`src/rtl/nano_pkg.sv`:
```
// Shared constants and FSM state encoding for the nano memory controller.
package nano_pkg;

  localparam int unsigned ADDR_W = 8;
  localparam int unsigned DATA_W = 16;

  typedef enum logic [1:0] {
    ST_LOAD    = 2'd0,
    ST_RELEASE = 2'd1,
    ST_RUN     = 2'd2
  } state_t;

endpackage

```
`src/rtl/nano_mem_mux.sv`:
```
// RUN-phase memory arbitration (CPU has priority over debug).
// Also holds the saturating counter of denied debug cycles.
module nano_mem_mux
  import nano_pkg::*;
#(
  parameter int unsigned AW = ADDR_W,
  parameter int unsigned DW = DATA_W
) (
  input  logic          ck,
  input  logic          rst,
  input  logic          run,
  input  logic [AW-1:0] cpu_address,
  input  logic          cpu_ce,
  input  logic          cpu_we,
  input  logic [DW-1:0] cpu_dataW,
  input  logic          dbg_req,
  input  logic          dbg_we,
  input  logic [AW-1:0] dbg_addr,
  input  logic [DW-1:0] dbg_wdata,
  output logic [AW-1:0] mux_address,
  output logic          mux_we,
  output logic [DW-1:0] mux_dataW,
  output logic          dbg_gnt,
  output logic [7:0]    dbg_wait_cnt
);

  always_comb begin
    mux_address = cpu_address;
    mux_we      = 1'b0;
    mux_dataW   = cpu_dataW;
    dbg_gnt     = 1'b0;
    if (run) begin
      if (cpu_ce) begin
        mux_we = cpu_we;
      end else if (dbg_req) begin
        dbg_gnt     = 1'b1;
        mux_address = dbg_addr;
        mux_we      = dbg_we;
        mux_dataW   = dbg_wdata;
      end
    end
  end

  // Outside RUN the grant is held low, so pending requests are counted there too.
  always_ff @(posedge ck or negedge rst) begin
    if (!rst) begin
      dbg_wait_cnt <= '0;
    end else if (dbg_req && !dbg_gnt) begin
      if (dbg_wait_cnt != '1) dbg_wait_cnt <= dbg_wait_cnt + 8'd1;
    end else begin
      dbg_wait_cnt <= '0;
    end
  end

endmodule

```
`src/rtl/nano_mem_ctrl.sv`:
```
// Program-loading memory controller: LOAD fills memory from a stream while
// the CPU is held in reset, RELEASE spends one cycle, RUN arbitrates CPU/debug.
module nano_mem_ctrl
  import nano_pkg::*;
#(
  parameter int unsigned            ADDR_W    = nano_pkg::ADDR_W,
  parameter int unsigned            DATA_W    = nano_pkg::DATA_W,
  parameter logic [ADDR_W-1:0]      LOAD_BASE = '0
) (
  input  logic              ck,
  input  logic              rst,
  input  logic              load_valid,
  input  logic [DATA_W-1:0] load_data,
  input  logic              load_last,
  output logic              load_ready,
  input  logic              reload,
  output logic              cpu_rst,
  input  logic [ADDR_W-1:0] cpu_address,
  input  logic              cpu_ce,
  input  logic              cpu_we,
  input  logic [DATA_W-1:0] cpu_dataW,
  output logic [DATA_W-1:0] cpu_dataR,
  input  logic              dbg_req,
  input  logic              dbg_we,
  input  logic [ADDR_W-1:0] dbg_addr,
  input  logic [DATA_W-1:0] dbg_wdata,
  output logic              dbg_gnt,
  output logic [DATA_W-1:0] dbg_rdata,
  output logic [7:0]        dbg_wait_cnt,
  output logic [ADDR_W-1:0] mem_address,
  output logic              mem_we,
  output logic [DATA_W-1:0] mem_dataW,
  input  logic [DATA_W-1:0] mem_dataR,
  output logic [1:0]        state_o
);

  state_t            state, state_nxt;
  logic [ADDR_W-1:0] ptr;
  logic              run;
  logic [ADDR_W-1:0] mux_address;
  logic              mux_we;
  logic [DATA_W-1:0] mux_dataW;

  assign run = (state == ST_RUN);

  nano_mem_mux #(
    .AW(ADDR_W),
    .DW(DATA_W)
  ) u_mux (
    .ck          (ck),
    .rst         (rst),
    .run         (run),
    .cpu_address (cpu_address),
    .cpu_ce      (cpu_ce),
    .cpu_we      (cpu_we),
    .cpu_dataW   (cpu_dataW),
    .dbg_req     (dbg_req),
    .dbg_we      (dbg_we),
    .dbg_addr    (dbg_addr),
    .dbg_wdata   (dbg_wdata),
    .mux_address (mux_address),
    .mux_we      (mux_we),
    .mux_dataW   (mux_dataW),
    .dbg_gnt     (dbg_gnt),
    .dbg_wait_cnt(dbg_wait_cnt)
  );

  always_ff @(posedge ck or negedge rst) begin
    if (!rst) begin
      state <= ST_LOAD;
      ptr   <= LOAD_BASE;
    end else begin
      state <= state_nxt;
      if (state == ST_LOAD && load_valid) ptr <= ptr + 1'b1;
      else if (run && reload)             ptr <= LOAD_BASE;
    end
  end

  always_comb begin
    state_nxt   = state;
    cpu_rst     = 1'b1;
    load_ready  = 1'b0;
    mem_address = ptr;
    mem_we      = 1'b0;
    mem_dataW   = load_data;
    unique case (state)
      ST_LOAD: begin
        load_ready = 1'b1;
        mem_we     = load_valid;
        if (load_valid && (load_last || ptr == '1)) state_nxt = ST_RELEASE;
      end
      ST_RELEASE: state_nxt = ST_RUN;
      ST_RUN: begin
        cpu_rst     = 1'b0;
        mem_address = mux_address;
        mem_we      = mux_we;
        mem_dataW   = mux_dataW;
        if (reload) state_nxt = ST_LOAD;
      end
      default: state_nxt = ST_LOAD;
    endcase
    // Reset must suppress the write in the very cycle it is asserted.
    if (!rst) mem_we = 1'b0;
  end

  assign cpu_dataR = mem_dataR;
  assign dbg_rdata = mem_dataR;
  assign state_o   = state;

endmodule

```
`config.mk`:
```
export PLATFORM = sky130hd
export DESIGN_NAME = nano_mem_ctrl
export DESIGN_NICKNAME = d
export VERILOG_FILES = /design/src/rtl/nano_pkg.sv /design/src/rtl/nano_mem_mux.sv /design/src/rtl/nano_mem_ctrl.sv
export SDC_FILE = /design/constraint.sdc
export NUM_CORES = 1
export LEC_CHECK = 0
export BUFFER_PORTS_ARGS = -buffer_cell sky130_fd_sc_hd__buf_2
export CAP_MARGIN = 0
export CORE_MARGIN = 2
export CORE_UTILIZATION = 41
export CTS_BUF_LIST = sky130_fd_sc_hd__clkbuf_16
export DETAILED_ROUTE_END_ITERATION = 16
export GPL_ROUTABILITY_DRIVEN = 0
export PLACE_DENSITY_LB_ADDON = 0.3
export SLEW_MARGIN = 20
export SYNTH_ARGS = -nofsm -noshare
export SYNTH_HDL_FRONTEND = slang
export SYNTH_SLANG_ARGS = --single-unit
export TNS_END_PERCENT = 10
```
`constraint.sdc`:
```
create_clock -name ck -period 2.5 [get_ports ck]
set_input_delay 0.25 -clock ck [delete_from_list [all_inputs] [get_ports ck]]
set_output_delay 0.25 -clock ck [all_outputs]
set_load 0.01 [all_outputs]
```
=== After elaboration in Yosys (flattened, before gate mapping) ===
Index checks and enable logic that the tools add are counted.

* Reductions and logical operators: 9
* Order comparisons: 0
* Add/subtract/negate cells: 2
* Shifts and indexed selects: 0
* Divide/modulo/power cells: 0
* Equal/unequal tests: 7
* Multiply operators: 0
* Multiplexer cells: 22
* Bitwise operators: 0

{| class="wikitable"
|+ Operator list
! kind !! number
|-
| two-way mux 8 bit || 7
|-
| two-way mux 16 bit || 3
|-
| adder 8 x 1 -> 8 bit (second input constant) || 2
|-
| == test 8 bit (second input constant) || 1
|-
| two-way mux 1 bit || 8
|-
| != test 8 bit (second input constant) || 1
|-
| case mux 2 bit (3 select lines) || 1
|-
| logical AND 1 bit || 4
|-
| two-way mux 2 bit || 2
|-
| != test 2 bit (second input constant) || 2
|-
| == test 2 x 1 -> 1 bit (second input constant) || 1
|-
| == test 2 bit (second input constant) || 1
|-
| logical NOT 2 bit || 1
|-
| != test 2 x 1 -> 1 bit (second input constant) || 1
|-
| case mux 1 bit (2 select lines) || 1
|-
| AND reduction 2 bit || 1
|-
| nonzero test 2 bit || 1
|-
| logical NOT 1 bit || 1
|-
| logical OR 1 bit || 1
|}

* Register bits after elaboration: 18
* Bits in read-only memories: 0
* Memories kept: 0
* Input port bits: 89
* Latch bits: 0
* Output and inout bits: 70
* RAM bits: 0
* Word-level logic and storage cells: 43

=== Depth between registers and ports, before layout ===
Gate-level depths: netlist of run 1.

* Word-level depth: 6
* Gate-level depth with buffers: 6
* Mapped depth without buffers: 4

=== Hierarchy ===
Synthesis of run 1 repeated with hierarchy kept, for this count alone.

* Cells, all modules: 239
* Area, all modules: 1883.1 µm²

{| class="wikitable"
|+ By module, submodules not included
! module !! cells an instance !! sequential area each (µm²) !! area an instance (µm²) !! instances
|-
| nano_mem_ctrl || 162 || 250.2 || 1049.8 || 1
|-
| nano_mem_mux || 77 || 200.2 || 833.3 || 1
|}

=== Worst setup path after synthesis of run 1 ===
OpenSTA, ideal clock, no wires.

* Path kind: reg-to-output
* Start: register state[1], in the netlist state_o[1]
* End: output mem_address[0]
* Stages on the path, launching flop included: 7
* Buffers on the path: 3
* Path slack: 0.930 ns
* Data arrival time: 1.320 ns
* Data required time: 2.250 ns
* Cell sequence: dfrtp_1 > buf_6 > nand2b_1 > clkbuf_1 > clkbuf_1 > nand2_1 > o21ai_0

* Word-level cells in the longest chain between the ends: 2

{| class="wikitable"
|+ RTL lines
! element !! line !! RTL
|-
| from (decl) || nano_mem_ctrl.sv:37 || <nowiki>state_t state, state_nxt;</nowiki>
|-
| from (signal assigned) || nano_mem_ctrl.sv:73 || <nowiki>state <= state_nxt;</nowiki>
|-
| == test 2 bit || nano_mem_ctrl.sv:44, nano_mem_ctrl.sv:86 ||
|-
| two-way mux 8 bit || nano_mem_ctrl.sv:86 || <nowiki>unique case (state)</nowiki>
|-
| to (decl) || nano_mem_ctrl.sv:30 || <nowiki>output logic [ADDR_W-1:0] mem_address,</nowiki>
|}

Every way passes these cells.

=== Final worst setup path of run 1 ===
* Start: register state[0], in the netlist state_o[0]
* End: output mem_address[3]

Same word-level chain as after synthesis.

==> qor_table.md, run 1 <==
| Item | Reported | Unit |
| --- | --- | --- |
| Count of TritonRoute iterations in the first routing pass | 4 | - |
| Number of gates resized after cts | 0 | - |
| Power density cells | 529 | nW/µm² |
| Largest fanout on the critical path | 31 | - |
| Pin count of the biggest net entering global routing | 32 | - |
| Final ANT Viol Nets | 0 | - |
| Core outline area | 4060 | µm² |
| Storage cell area | 450 | µm² |
| DR DRC count | 0 | - |
| Number of different library cells in the post-synthesis netlist | 36 | - |
| Static leakage | 0.00112 | µW |
| TritonCTS Buffers | 3 | - |
| IR Drop Worst-Case VDD | 0.389 | mV |
| Type of origin of the critical path | flop | - |
| Final critical-path required period | 1.76 | ns |
| Hold Violations, Final | 0 | - |
| Max-slew headroom | 53.4 | % |
| Worst clock skew on the final layout | 0.00330 | ns |
| Ports | 159 | - |
| Multi-input gate area | 987 | µm² |
| Via count of the first global-routing pass | 1621 | - |
| Worst endpoint data arrival time | 1.51 | ns |
| Layout cell share with drive strength beyond 1 | 42.7 | % |
| Number of buffers added for setup after CTS | 0 | - |
| Hold/Removal Path Class | in -> reg | - |
| Total vias in the final route | 1768 | - |
| Root cell of the clock tree | clkbuf_16 | - |
| FMAX | 568 | MHz |
| Clock-pin transition on the worst setup and hold timing paths | 0.05 | ns |
| Global-route congestion overflow total | 0 | - |
| Post-synthesis sequential area ratio | 25.6 | % |
| Result of the run | complete, no violations | - |
| Maximum root-to-sink buffer count | 2 | - |
| Clock tree from TritonCTS | yes | - |
| Floorplan die height | 69.6 | µm |
| Die area | 4840 | µm² |
| Global-route wire length before repair | 7870 | µm |
| Avg Synthesized Cell Area | 8.23 | µm² |
| Fin crit share | 70.5 | % |
| # rows | 23 | - |
| Overall power consumption | 1150 | µW |
| Area Overhead vs Synth | 23.8 | % |
| Die width | 69.6 | µm |
| Sum of negative setup slack | 0 | ns |
| Starting Density | 43.4 | % |
| Number of nets in the final layout | 381 | - |
| Number of enable-type register cells in the synthesized netlist | 0 | - |
| Final setup viols | 0 | - |
| Post-synthesis instance area | 1760 | µm² |
| Initial antenna violation count | 0 | - |
| Critical path start-end classification | reg -> out | - |
| Slowest cell on crit path | dfrtp_1 | - |
| Routed len/inst | 14.7 | µm |
| Filler cells | 395 | - |
| Crit path largest cell delay | 0.47 | ns |
| Max-slew violations | 0 | - |
| Critical Path RT | 2.25 | ns |
| Number of antenna repair diodes | 0 | - |
| Final HPWL DP | 3940 | µm |
| Maximum level of the CTS H-tree | 1 | - |
| Top flip-flop cell by instance count after synthesis | dfrtp_1 | - |
| Cells traversed along the worst timing path | nand2b_1 -> buf_4 -> nand2_1 -> o21ai_0 -> buf_2 | - |
| YS warnings | 0 | - |
| Sort of element at the end of the critical path | output pin | - |
| Unrepaired setup endpoints after global routing | false | - |
| Fraction of registers with async set/reset | 100 | % |
| Net count of the mapped netlist | 305 | - |
| Count of max-cap constraint violations | 0 | - |
| Post-Place Cells | 334 | - |
| Source-to-sink clock delay at the later pin of the worst-skew pair | 0.24 | ns |
| # port buffers | 110 | - |
| Number of vias per cell | 5.23 | - |
| Overall routed net length | 4960 | µm |
| Number of storage elements in the synthesis netlist | 18 | - |
| Actual transition at the worst max-transition pin | 0.697 | ns |
| Gate count after technology mapping | 214 | - |
| Clock Sink Count | 18 | - |
| Detailed router's first-iteration violation count | 31 | - |
| Filler-free cell count of the finished design | 338 | - |
| Overall fraction of global-route tracks in use | 19.9 | % |
flip-flops by register name (all words and copies together) (netlist names):
name	cells
state_o	2
ptr	8
u_mux.dbg_wait_cnt	8
layer usage:
metal,track usage (%),part of all wire (%),vias up
met3,3.92,7.4,6
met1,24.4,40,809
li1,-,-,888
met4,6.97,1.3,0
met5,0,0,-
met2,34.4,51,65
worst paths after layout:
check	startpoint	endpoint	slack, ns	cells after the start
worst max-delay path	state_o[0]	mem_address[3]	0.74	5
worst min-delay path	reload	state_o[1]	0.23	2
worst max register to register	state_o[1]	ptr[5]	0.86	3
worst min register to register	ptr[5]	ptr[5]	0.53	1
max in group asynchronous	rst	u_mux.dbg_wait_cnt[3]	1.77	3
min in group asynchronous	rst	ptr[1]	0.53	3
layout make-up:
cell class | count | area share (%)
timing repair buffer | 115 | 27.1
multi-input combinational | 148 | 45.3
inverter | 4 | 0.688
tap | 50 | 2.87
clock buffer | 3 | 3.44
sequential | 18 | 20.7
critical path, delay by kind of cell, from the launching register on:
family / cells / cell delay (ns)
buffers and inverters: 2 / 0.44
AO/OA/AOI/OAI: 1 / 0.09
AND/OR/NAND/NOR: 2 / 0.25
flip-flops: 1 / 0.47
cell families after synthesis:
family                     share of synthesized area (%)
muxes                                               17.0
and+or+nand+nor                                     19.8
buffers and inverters                               18.5
adders and majority gates                           1.42
DFF                                                 25.6
AOI/OAI and AO/OA                                   17.6
placed cells by master, fill, tap and decap left out, drive strengths merged, types with 4 or more instances in the layout:
cell type	n
nor2	4
dfrtp	18
inv	4
nand3	9
nor3	5
mux2i	30
o21ai	28
nand2	33
o41ai	4
buf	114
timing repair:
item	CTS	global route
setup endpoints to repair	0	0
hold endpoints to repair	18	0
hold buffers	1	0
synth_stat cells (4+ instances only):
cell	number	area [µm²]
dfrtp_1	18	450
nor3_1	5	25.0
inv_1	4	15.0
o21ai_0	28	140
clkbuf_1	7	26.3
mux2i_1	30	300
nand2_1	33	124
buf_4	35	263
nor2_1	4	15.0
nand3_1	9	45.0
report_power, final:
| part | total, µW | leakage, µW | switching (µW) | internal (µW) |
|---|---|---|---|---|
| clock | 308 | 0.0000370 | 98.3 | 210 |
| combinational | 442 | 0.000842 | 241 | 201 |
| sequential | 403 | 0.000242 | 67.4 | 336 |
| total | 1150 | 0.00112 | 407 | 747 |
per-stage QoR:
stage,utilization [%],area (µm²),worst slack (ns),hold WS [ns]
after floorplan,-,1760,0.930,-0.0456
after global placement,51.6,2100,0.828,0.238
after detailed placement,51.6,2100,0.818,0.243
after CTS,53.7,2180,0.735,0.228
after global routing,53.7,2180,0.623,0.233
final,53.7,2180,0.738,0.229
(Power assumes the default switching activity.)
==> inputs of run 2 (changes only) <==
- CORE_UTILIZATION: 41 -> 34
- clock period: 2.5 -> 1.5 ns (I/O delays scaled with it)
==> run 2 against run 1 <==
Compared with the run above:
- the run now ends with negative setup slack left
- total power grew 93%
- non-clock buffer count grew 23
- via count grew 6.1%
- clock power grew 74%
- first-iteration DRC count grew 45%
- flip-flop and latch count is the same
- cell count grew 13%
- combinational power grew 140%
- routed wire length grew 11%
- critical endpoint is now ptr[5]
- largest cell class unchanged
==> qor_table.md, run 2 (synthesis gave the netlist of run 1 again) <==
| Item | Reported | Unit | Change |
| --- | --- | --- | --- |
| Result of the run | finished with violations | - |  |
| Violations in the final reports | negative setup slack | - |  |
| Smallest hold slack | 0.104 | ns | -0.126 ns |
| Final HPWL DP | 3970 | µm | +0.76% |
| Max-slew violations | 0 | - | unchanged |
| Detailed router's first-iteration violation count | 45 | - | +45% |
| DR DRC count | 0 | - | unchanged |
| Via count of the first global-routing pass | 1823 | - | +12% |
| Routed len/inst | 14.4 | µm | -1.6% |
| Final critical-path required period | 1.53 | ns |  |
| Count of max-cap constraint violations | 0 | - | unchanged |
| Clock tree from TritonCTS | yes | - |  |
| Starting Density | 34.9 | % | -8.5 points |
| # rows | 26 | - | +13% |
| Worst clock skew on the final layout | 0.00216 | ns | -0.00115 ns |
| Cell area after placement | 2270 | µm² | +8.1% |
| Type of origin of the critical path | flop | - |  |
| Non-Filler Cell Area, Final | 2570 | µm² | +18% |
| Clock Sink Count | 18 | - | unchanged |
| Actual transition at the worst max-transition pin | 0.305 | ns | -0.392 ns |
| Sort of element at the end of the critical path | flop | - |  |
| Sum of negative setup slack | -0.0364 | ns | -0.0364 ns |
| Ports | 159 | - | unchanged |
| Post-route setup slack | -0.0340 | ns | -0.772 ns |
| Fin crit share | 102 | % |  |
| # port buffers | 110 | - | unchanged |
| Layout cell share with drive strength beyond 1 | 55.3 | % | +13 points |
| Leading cell type in the layout, fill and taps excluded | buf_2 | - |  |
| Total vias in the final route | 1876 | - | +6.1% |
| TritonCTS Buffers | 3 | - | unchanged |
| Pin count of the biggest net entering global routing | 40 | - | +25% |
| Die area | 5770 | µm² | +19% |
| Commonest cells after routing, fill and taps aside | buf_2 (110), mux2i_1 (30), nand2_1 (23), buf_4 (19), dfrtp_1 (16) | - |  |
| Global-route congestion overflow total | 0 | - | unchanged |
| Largest fanout on the critical path | 8 | - | -74% |
| Overall fraction of global-route tracks in use | 17.6 | % | -2.2 points |
| Global-route wire length before repair | 8470 | µm | +7.5% |
| Die width | 76.0 | µm | +9.2% |
| Overall routed net length | 5530 | µm | +11% |
| Worst endpoint data arrival time | 1.65 | ns | +0.14 ns |
| Power density cells | 865 | nW/µm² | +63% |
| Final ANT Viol Nets | 0 | - | unchanged |
| FMAX | 652 | MHz |  |
| IR Drop Worst-Case VDD | 0.564 | mV | +45% |
| Pre-CTS setup slack | 0.0118 | ns | -0.806 ns |
| Number of nets in the final layout | 405 | - | +6.3% |
| R2R setup slack | -0.03 | ns | -0.89 ns |
| Critical path start-end classification | reg -> reg | - |  |
| Source-to-sink clock delay at the later pin of the worst-skew pair | 0.25 | ns | about the same |
| Critical Path RT | 1.62 | ns | -0.63 ns |
| Max-slew headroom | 79.5 | % | +26 points |
| Static leakage | 0.00130 | µW | +16% |
| Hold/Removal Path Class | in -> reg | - |  |
| Initial antenna violation count | 0 | - | unchanged |
| Number of antenna repair diodes | 0 | - | unchanged |
| Clock-pin transition on the worst setup and hold timing paths | 0.05 | ns | about the same |
| Count of TritonRoute iterations in the first routing pass | 4 | - | unchanged |
| Core outline area | 5040 | µm² | +24% |
| Maximum level of the CTS H-tree | 1 | - | unchanged |
| Hold Violations, Final | 0 | - | unchanged |
| Maximum root-to-sink buffer count | 2 | - | unchanged |
| Area Overhead vs Synth | 45.9 | % |  |
| Floorplan die height | 76.0 | µm | +9.2% |
| Root cell of the clock tree | clkbuf_16 | - |  |
| Number of vias per cell | 4.90 | - | -6.4% |
| Final setup viols | 2 | - | +2 |
| Unrepaired setup endpoints after global routing | true | - |  |
## run 2: changes by cell type in the layout (fill, tap and decap cells not counted), moves of 4 or more
cell,delta
buf_4,+15
buf_6,+4
nand2_1,-10
nand2_2,+9
o21ai_0,-25
o21ai_1,+15
o21ai_2,+10
## run 2: stage by stage
| step | total power [µW] | utilization, % | std cells |
|---|---|---|---|
| floorplan | 1180 | - | 214 |
| global route | 2390 | 51.0 | 383 |
| global placement | 1500 | 44.9 | 370 |
| detailed placement | 1520 | 44.9 | 370 |
| finish | 2220 | 51.0 | 383 |
| CTS | 2100 | 47.3 | 377 |
## run 2: critical path, cell delays in order, from the launching register on
cell and delay (ns):
dfrtp_2 0.48, or3b_4 0.49, o311ai_2 0.31, o41ai_2 0.12
## run 2: final timing paths
kind                                       start                    end  depth (start not counted)
max                                   state_o[1]                 ptr[5]                          3
min                                       reload             state_o[1]                          2
max reg2reg                           state_o[1]                 ptr[5]                          3
min reg2reg                u_mux.dbg_wait_cnt[6]  u_mux.dbg_wait_cnt[6]                          1
max in group asynchronous                    rst             state_o[0]                          3
min in group asynchronous                    rst  u_mux.dbg_wait_cnt[6]                          3
## run 2: cell type report
| type | count | area (µm²) |
|---|---|---|
| clock buffer | 3 | 75.1 |
| clock inverter | 1 | 3.75 |
| fill | 480 | 2470 |
| inverter | 4 | 15.0 |
| multi-input combinational | 149 | 1100 |
| sequential | 18 | 453 |
| tap | 70 | 87.6 |
| timing repair buffer | 138 | 838 |
## run 2: routing by layer
| metal | track usage, % | up-vias | part of all wire (%) |
|---|---|---|---|
| li1 | - | 945 | - |
| met1 | 21.4 | 848 | 43 |
| met2 | 29.8 | 68 | 48 |
| met3 | 4.38 | 15 | 6.7 |
| met4 | 7.45 | 0 | 2.6 |
| met5 | 0 | - | 0 |
## run 2: what timing repair did
action / in CTS / in global routing
endpoints found under the setup margin: 28 / 29
pin swaps: 1 / 6
gates resized for setup: 14 / 44
hold endpoints to repair: 18 / 0
buffers inserted: 2 / 1
hold buffers: 1 / 0
gates cloned: 0 / 5
## run 2: report_power, final
| group | switching, µW | internal, µW | total [µW] | leakage, µW |
|---|---|---|---|---|
| Sequential | 80.1 | 560 | 641 | 0.000239 |
| Clock | 181 | 354 | 535 | 0.0000385 |
| Combinational | 533 | 514 | 1050 | 0.00102 |
| Total | 794 | 1430 | 2220 | 0.00130 |
==> inputs of run 3 (changes only) <==
==> constraint.sdc (replaced) <==
create_clock -name ck -period 1.5 [get_ports ck]
set_input_delay 0.3 -clock ck [delete_from_list [all_inputs] [get_ports ck]]
set_output_delay 0.3 -clock ck [all_outputs]
set_load 0.01 [all_outputs]
==> run 3 against run 2 <==
Compared with the run above:
- the run still ends with negative setup slack left
- clock power decreased by 3%
- cell count decreased by 0.78%
- worst setup slack worse by 0.085 ns
- clock-buffer cell count stayed put
- global-route usage grew 0.35 points
- sequential share of layout area is 0.36 points higher
- hold slack got worse by 0.059 ns
- sequential power down 1%
- die area did not move
- utilization decreased by 1.0 points
- critical endpoint is now ptr[7]
==> qor_table.md, run 3 (synthesis gave the netlist of run 1 again) <==
| Item | Reported | Unit | Change |
| --- | --- | --- | --- |
| Number of nets in the final layout | 403 | - | -0.49% |
| Result of the run | finished with violations | - |  |
| Maximum root-to-sink buffer count | 2 | - | unchanged |
| Floorplan die height | 76.0 | µm | unchanged |
| Slowest cell on crit path | or3b_4 | - |  |
| Global-route congestion overflow total | 0 | - | unchanged |
| Cells traversed along the worst timing path | buf_4 -> or3b_4 -> buf_4 -> o41ai_2 | - |  |
| Worst clock skew on the final layout | 0.00154 | ns | -0.000624 ns |
| Via count of the first global-routing pass | 1808 | - | -0.82% |
| Max-slew headroom | 78.6 | % | -0.94 points |
| Routed len/inst | 13.9 | µm | -3.6% |
| Worst path top cell family by delay | simple AND/OR/NAND/NOR gates | - |  |
| FMAX | 618 | MHz | -5.2% |
| Post-route setup slack | -0.119 | ns | -0.0846 ns |
| IR Drop Worst-Case VDD | 0.574 | mV | +1.9% |
| Final ANT Viol Nets | 0 | - | unchanged |
| Clock Sink Count | 18 | - | unchanged |
| Number of vias per cell | 4.85 | - | -0.93% |
| Leading cell type in the layout, fill and taps excluded | buf_2 | - |  |
| Source-to-sink clock delay at the later pin of the worst-skew pair | 0.24 | ns | about the same |
| Actual transition at the worst max-transition pin | 0.320 | ns | +0.0150 ns |
| Starting Density | 34.9 | % | unchanged |
| Layout cell share with drive strength beyond 1 | 51.3 | % | -4.0 points |
| Core outline area | 5040 | µm² | unchanged |
| Violations in the final reports | negative setup slack | - |  |
| TritonCTS Buffers | 3 | - | unchanged |
| Hold Violations, Final | 0 | - | unchanged |
| Non-Filler Cell Area, Final | 2520 | µm² | -2.0% |
| Hold/Removal Path Class | in -> async | - |  |
| DR DRC count | 0 | - | unchanged |
| Worst endpoint data arrival time | 1.76 | ns | +0.11 ns |
| Sum of negative setup slack | -1.76 | ns | -1.72 ns |
| Maximum level of the CTS H-tree | 1 | - | unchanged |
| Critical path start-end classification | reg -> reg | - |  |
| Clock tree from TritonCTS | yes | - |  |
| Unrepaired setup endpoints after global routing | true | - |  |
| Overall routed net length | 5290 | µm | -4.4% |
| Final critical-path required period | 1.62 | ns | +0.0846 ns |
| Commonest cells after routing, fill and taps aside | buf_2 (109), nand2_1 (31), mux2i_1 (29), o21ai_1 (23), buf_4 (22) | - |  |
| Type of origin of the critical path | flop | - |  |
| Count of buffer and inverter cells on the critical path | 2 | - | +2 |
| Number of antenna repair diodes | 0 | - | unchanged |
| Post-Place Cells | 372 | - | +0.54% |
| Final setup viols | 32 | - | +30 |
| Area Overhead vs Synth | 43.0 | % |  |
| Final HPWL DP | 3970 | µm | -0.20% |
| Overall fraction of global-route tracks in use | 18.0 | % | +0.35 points |
| Filler-free cell count of the finished design | 380 | - | -0.78% |
| Ports | 159 | - | unchanged |
| Critical Path RT | 1.64 | ns | +0.02 ns |
| Storage cell area | 453 | µm² | unchanged |
| Detailed router's first-iteration violation count | 51 | - | +13% |
| Clock-pin transition on the worst setup and hold timing paths | 0.05 | ns | about the same |
| Largest fanout on the critical path | 8 | - | unchanged |
| Count of TritonRoute iterations in the first routing pass | 4 | - | unchanged |
| Crit path largest cell delay | 0.47 | ns | -0.02 ns |
| Overall power consumption | 2140 | µW | -3.8% |
| Power density cells | 849 | nW/µm² | -1.9% |
| Total vias in the final route | 1844 | - | -1.7% |
| Initial antenna violation count | 0 | - | unchanged |
| Global-route wire length before repair | 8670 | µm | +2.4% |
| Filler cells | 492 | - | +2.5% |
| Multi-input gate area | 1080 | µm² | -1.3% |
| Max-slew violations | 0 | - | unchanged |
| # port buffers | 110 | - | unchanged |
| Die area | 5770 | µm² | unchanged |
| Pin count of the biggest net entering global routing | 36 | - | -10% |
| Pre-CTS setup slack | -0.118 | ns | -0.130 ns |
| Count of max-cap constraint violations | 0 | - | unchanged |
| Sort of element at the end of the critical path | flop | - |  |
| Cell area after placement | 2280 | µm² | +0.72% |
| Static leakage | 0.00128 | µW | -1.5% |
| Library cell appearing most often on the critical path | buf_4 | - |  |
| Root cell of the clock tree | clkbuf_16 | - |  |
| Fin crit share | 108 | % | +5.6 points |
| Post-CTS Hold Buffers | 0 | - | -1 |
| Die width | 76.0 | µm | unchanged |
| # rows | 26 | - | unchanged |
run 3: cell count changes in the layout (fill, tap and decap cells not counted), sizes merged:
cell,delta
buf,+2
clkbuf,-2
clkinv,-1
dlygate4sd3,-1
nand2b,-1
run 3: routing by layer:
layer / share of wire (%) / track usage, % / wire (µm)
met1: 41 / 21.0 / 2150
met2: 52 / 33.3 / 2760
met3: 5.8 / 3.08 / 306
met4: 1.4 / 5.82 / 74
met5: 0 / 0 / 0
run 3: worst register-to-register path: stages (launching register included):
cell and delay, ns:
dfrtp_2 0.44, buf_4 0.15, or3b_4 0.47, buf_4 0.18
o41ai_2 0.27
run 3: cell type report:
type | instances | area share (%)
timing repair buffer | 137 | 31.9
multi-input combinational | 148 | 43.0
tap | 70 | 3.48
inverter | 4 | 0.596
clock buffer | 3 | 2.98
sequential | 18 | 18.0
run 3: where the power goes:
| part | switching [µW] | internal [µW] |
|---|---|---|
| registers | 73.9 | 561 |
| clock network | 168 | 350 |
| logic | 509 | 476 |
| total | 751 | 1390 |
run 3: timing repair:
action / in CTS / in global routing
setup buffers: 4 / 1
gates resized for setup: 40 / 8
pin swaps: 6 / 2
setup endpoints to repair: 30 / 41
gates cloned: 1 / 0
run 3: stage by stage:
stage / hold WS, ns / util [%]
floorplan: 0.00441 / -
global placement: 0.300 / 45.3
detailed placement: 0.301 / 45.3
CTS: 0.0417 / 49.5
global route: 0.0680 / 50.0
finish: 0.0441 / 50.0
run 3: final timing paths:
path,startpoint,end,slack (ns),cells after the start
max,state_o[1],ptr[7],-0.12,4
max reg2reg,state_o[1],ptr[7],-0.12,4
max in group asynchronous,rst,state_o[0],1.23,2
min,rst,u_mux.dbg_wait_cnt[3],0.04,2
min reg2reg,u_mux.dbg_wait_cnt[6],u_mux.dbg_wait_cnt[6],0.53,1
min in group ck,reload,state_o[1],0.28,2
